===== config.mk =====
export PLATFORM = sky130hd
export DESIGN_NAME = noise_sched
export DESIGN_NICKNAME = d
export VERILOG_FILES = /design/src/rtl/dds_noise_pkg.sv /design/src/rtl/noise_lfsr_core.sv /design/src/rtl/noise_sched.sv
export SDC_FILE = /design/constraint.sdc
export NUM_CORES = 1
export LEC_CHECK = 0
export CAP_MARGIN = 40
export CORE_MARGIN = 4
export CORE_UTILIZATION = 40
export CTS_CLUSTER_DIAMETER = 50
export DETAILED_ROUTE_END_ITERATION = 10
export SLEW_MARGIN = 10
export SYNTH_ARGS = -nofsm -noshare
export SYNTH_HDL_FRONTEND = slang
export SYNTH_HIERARCHICAL = 1
export SYNTH_SLANG_ARGS = --single-unit

===== constraint.sdc =====
create_clock -name clk -period 2.55 [get_ports clk]
set_input_delay 0.51 -clock clk [delete_from_list [all_inputs] [get_ports clk]]
set_output_delay 0.51 -clock clk [all_outputs]
set_load 0.005 [all_outputs]

===== src/rtl/dds_noise_pkg.sv =====
// Shared types and constants for the DDS noise voice sequencer.
package dds_noise_pkg;
   typedef enum logic [1:0] {IDLE, LOAD, RUN} state_t;

   localparam int NOISE_N     = 14;
   localparam int NOISE_M     = 12;
   localparam int NOISE_DIV_W = 16;

   localparam logic [NOISE_N-1:0] NOISE_LOCKUP = {NOISE_N{1'b1}};

   localparam int NOISE_TAP0 = NOISE_N - 1;
   localparam int NOISE_TAP1 = NOISE_N - 2;
   localparam int NOISE_TAP2 = NOISE_N - 3;
   localparam int NOISE_TAP3 = 1;
endpackage


===== src/rtl/noise_lfsr_core.sv =====
// XNOR LFSR with load/step enables and all-ones guard; state updates one cycle after the enable.
// No backpressure: load and step are taken unconditionally when asserted.
module noise_lfsr_core
   import dds_noise_pkg::*;
(
   input  logic               clk,
   input  logic               rst_n,
   input  logic               load,
   input  logic [NOISE_N-1:0] load_val,
   input  logic               step,
   output logic [NOISE_M-1:0] sample_nxt,
   output logic               lockup
);
   logic [NOISE_N-1:0] shift;
   logic [NOISE_N-1:0] cand;
   logic [NOISE_N-1:0] shift_nxt;
   logic               fb;
   logic               hit;

   // Load and step share the guard so a seed of all-ones also recovers to zero.
   always_comb begin
      fb         = shift[NOISE_TAP0] ~^ shift[NOISE_TAP1] ~^ shift[NOISE_TAP2] ~^ shift[NOISE_TAP3];
      cand       = load ? load_val : {shift[NOISE_N-2:0], fb};
      hit        = (load || step) && (cand == NOISE_LOCKUP);
      shift_nxt  = hit ? '0 : cand;
      sample_nxt = shift_nxt[NOISE_N-1:NOISE_N-NOISE_M];
   end

   always_ff @(posedge clk or negedge rst_n) begin
      if (!rst_n) begin
         shift  <= '0;
         lockup <= 1'b0;
      end else begin
         lockup <= hit;
         if (load || step)
            shift <= shift_nxt;
      end
   end
endmodule


===== src/rtl/noise_sched.sv =====
// Noise voice sequencer: LFSR stepped every rate+1 cycles, 1-deep valid/ready sample slot; seed visible 2 cycles after seed_load.
// Steps while the slot is full and unaccepted drop the sample; NOISE_SCHED_OVERRUN_CNT_EN adds overrun_cnt.
module noise_sched
   import dds_noise_pkg::*;
#(
   parameter int N     = NOISE_N,
   parameter int M     = NOISE_M,
   parameter int DIV_W = NOISE_DIV_W
) (
   input  logic             clk,
   input  logic             rst_n,
   input  logic             en,
   input  logic             seed_load,
   input  logic [N-1:0]     seed,
   input  logic [DIV_W-1:0] rate,
   input  logic             out_ready,
   output logic             out_valid,
   output logic [M-1:0]     noise,
   output logic             lockup,
   output logic             busy
`ifdef NOISE_SCHED_OVERRUN_CNT_EN
   ,
   output logic [7:0]       overrun_cnt
`endif
);
   state_t             state;
   state_t             state_nxt;
   logic [DIV_W-1:0]   div;
   logic [N-1:0]       seed_q;
   logic [M-1:0]       sample_nxt;
   logic               step;
   logic               ld;

   always_ff @(posedge clk or negedge rst_n) begin
      if (!rst_n)
         state <= IDLE;
      else
         state <= state_nxt;
   end

   // seed_load wins over everything, including a step due this cycle.
   always_comb begin
      state_nxt = state;
      busy      = (state != IDLE);
      ld        = (state == LOAD);
      step      = (state == RUN) && en && !seed_load && (div == '0);
      if (seed_load)
         state_nxt = LOAD;
      else begin
         case (state)
            IDLE:    if (en) state_nxt = RUN;
            LOAD:    state_nxt = en ? RUN : IDLE;
            RUN:     if (!en) state_nxt = IDLE;
            default: state_nxt = IDLE;
         endcase
      end
   end

   always_ff @(posedge clk or negedge rst_n) begin
      if (!rst_n) begin
         div    <= '0;
         seed_q <= '0;
      end else begin
         if (seed_load)
            seed_q <= seed;
         else if ((state == IDLE && en) || state == LOAD)
            div <= rate;
         else if (state == RUN && en)
            div <= (div == '0) ? rate : div - 1'b1;
      end
   end

   noise_lfsr_core u_lfsr (
      .clk        (clk),
      .rst_n      (rst_n),
      .load       (ld),
      .load_val   (seed_q),
      .step       (step),
      .sample_nxt (sample_nxt),
      .lockup     (lockup)
   );

   // A step may refill the slot in the same cycle the mixer drains it.
   always_ff @(posedge clk or negedge rst_n) begin
      if (!rst_n) begin
         out_valid <= 1'b0;
         noise     <= '0;
      end else if (step && (!out_valid || out_ready)) begin
         out_valid <= 1'b1;
         noise     <= sample_nxt;
      end else if (out_valid && out_ready) begin
         out_valid <= 1'b0;
      end
   end

`ifdef NOISE_SCHED_OVERRUN_CNT_EN
   always_ff @(posedge clk or negedge rst_n) begin
      if (!rst_n)
         overrun_cnt <= '0;
      else if (seed_load)
         overrun_cnt <= '0;
      else if (step && out_valid && !out_ready && overrun_cnt != 8'hFF)
         overrun_cnt <= overrun_cnt + 8'd1;
   end
`endif
endmodule


==> out/metrics.cfg <==
[placed_design]
place_area_um2=4160
place_congestion=0.835
port_buffers=49
hpwl_um=6050
dp.cells=489

[worst_setup_path]
cp_data_required_time_ns=2.78
critical_path_class=flop to flop
reg2reg_depth=10
crit_path_start=div[0]
regToRegSetupSlack_ns=0.10
worstReg2RegStart=div[0]
crit_path_end_kind=flop
cp-start-kind=flop
regToRegEndpoint=noise[3]
cp.arrival_ns=2.68
critPathMaxFanout=8

[sta]
worst_pin_slew_ns=0.826
setup_viol=0
rsz0062_at_grt=false
finalCriticalPeriod_ns=2.45
fin_skew_ns=0.0121
fin_crit_sh_pct=96.0
timing.final.hold_violations=0
slew_headroom_pct=44.6
fmax_mhz=408
tns_ns=0
maxSlewViolCount=0

[run_status]
status=completed

[power]
peakVddDrop_uv=339
power.leakage_nw=1.92
powerDensity_nw_per_um2=791

[grt]
grt_overflow=0
grt_pass1_vias=2767
grt_pass1_wl_um=13900
antenna_found_initial=0
grt_max_degree=61
grt_util_all_layers_pct=17.0

[synthesis]
synth_top_flop_cell=dfrtp_1
synth_top_area_share_pct=42.2
ys_seq_area_share_pct=42.2
syn_nets=378
syn_area_um2=3560
ys_seq_elements=60
syn_inst=341
synth_top_area_cell=dfrtp_1
synth_edf_count=0
ys_types=59
async_reset_ff_share_pct=100
synth_area_leaders=dfrtp_1 (42%), mux2_2 (12%), o211ai_2 (4.2%), nand2_1 (3.5%), mux2i_1 (3.4%)
syn_area_per_cell_um2=10.4
yosysWarnings=6

[floorplan]
core.rowCount=34
die_h_um=102
core-area_um2=8680
die_w_um=102
ios=50
start_util_pct=41.0
fp.dieArea_um2=10500

[final_layout]
fin_cells=507
layout-drive-gt1-share_pct=27.1
fillers=804
area_growth_pct=24.8
final_area_um2=4440
antenna_cells=0
utilization_pct=51.1
final_nets=431

[clock_tree]
path_clk_slew_ns=0.07
cts_sinks=60
cts_hold_buf=0
clock_latency_ns=0.35
cts_tree=yes
cts_buffer_depth=2
htreeDepth=3
cts_root_buf=clkbuf_8
cts_buffers=9

[route]
dr.pass1.iters=4
routed_wire_length_per_instance_um=17.0
drt_iter0_drc=185
routed_via_density=5.51
drc=0
antenna_left=0
totalWireLength_um=8640
via_count=2795

[flow_run]
max-cap-violations=0

[worst_hold_path]
hold_class=input port to async pin

synthesized netlist by cell type (all sizes together), types with 9 or more instances:
cell	count
o21ai	11
inv	11
nand2	33
o211ai	26
buf	25
nor2	12
a21oi	15
dfrtp	60
clkbuf	9
mux2i	12
mux2	38
cell usage in the layout, fill, tap and decap left out, types with 3 or more instances in the layout:
master,Yosys,final
nand3_1,7,7
mux2_2,37,37
nor3_1,7,6
a2bb2oi_1,6,6
and3_1,3,3
inv_1,11,10
a21boi_0,5,5
bufinv_16,0,3
nand4_1,6,6
o21ai_0,9,9
o31ai_1,3,3
mux2i_1,12,12
clkbuf_8,0,9
nand2b_1,5,5
o211ai_1,14,14
buf_4,13,26
nor2_1,12,10
clkdlybuf4s50_1,0,48
nand2_1,33,33
dfrtp_1,60,60
o211ai_2,12,12
nor2b_1,3,3
a21oi_1,15,15
or2_2,3,3
worst max-delay path by stage:
stage                to  slack (ns)
2_1_floorplan  noise[8]        0.01
3_3_place_gp   noise[6]       -0.11
3_5_place_dp   noise[3]       -0.18
4_1_cts        noise[3]       -0.01
5_1_grt        noise[0]        0.02
6_report       noise[3]        0.10
sequential cells by signal, summed over array words and instances, names as in the netlist:
register       count
state              2
u_lfsr/lockup      1
out_valid          1
noise             12
seed_q            14
div               16
u_lfsr/shift      14
area by class of cell:
type                    count  area (um^2)  share of cell area (%)
repair buffers             75          681                    15.3
flip-flops and latches     60         1500                    33.8
clock buffers              11          131                    2.96
clock inverters             5          100                    2.26
inverters                  11         41.3                   0.931
well taps                 108          135                    3.05
multi-input cells         237         1850                    41.6
metal layers:
metal | vias to the layer above | global-route usage, % | wire length (um)
met3 | 10 | 4.03 | 559
li1 | 1351 | - | -
met5 | - | 0 | 0
met2 | 65 | 23.7 | 3680
met4 | 0 | 5.55 | 87
met1 | 1369 | 25.8 | 4310
power by group:
group / switching (mW) / total (mW) / internal, mW / leakage (nW)
Clock: 0.387 / 1.03 / 0.647 / 0.117
Sequential: 0.195 / 1.34 / 1.14 / 0.731
Combinational: 0.631 / 1.14 / 0.508 / 1.07
cell families (layout without fill, tap and decap cells):
family | Yosys count | after routing | synth area share, %
AND/OR/NAND/NOR | 94 | 94 | 14.5
AO/OA/AOI/OAI | 87 | 88 | 19.0
flip-flops | 60 | 60 | 42.2
multiplexers | 50 | 50 | 15.5
buffers and inverters | 45 | 102 | 7.32
XOR/XNOR | 3 | 3 | 0.739
adder cells (fa/ha/maj) | 2 | 2 | 0.704
worst max-delay path, cell delays in order (launching register included):
cell and delay (ns):
dfrtp_1 0.39, inv_2 0.08, ha_1 0.15, or4b_4 0.51
nor2_2 0.12, nand3_1 0.12, nor2_2 0.15, a22o_4 0.16
o211a_4 0.22, a21boi_0 0.12, mux2_2 0.31
per-stage QoR:
stage	setup slack, ns	hold WS (ns)	power [mW]
finish	0.101	0.318	3.51
global route	0.0194	0.392	3.71
CTS	-0.0128	0.359	3.51
detailed placement	-0.184	0.479	2.47
global placement	-0.109	0.469	2.44
floorplan	0.0126	0.214	2.18
repair_timing:
item,CTS,global route
setup endpoints to repair,1,13
hold endpoints to repair,0,0
gates cloned,0,1
pin swaps,0,1
gates resized for setup,0,4
buffers inserted,1,0
(Power assumes the default switching activity.)
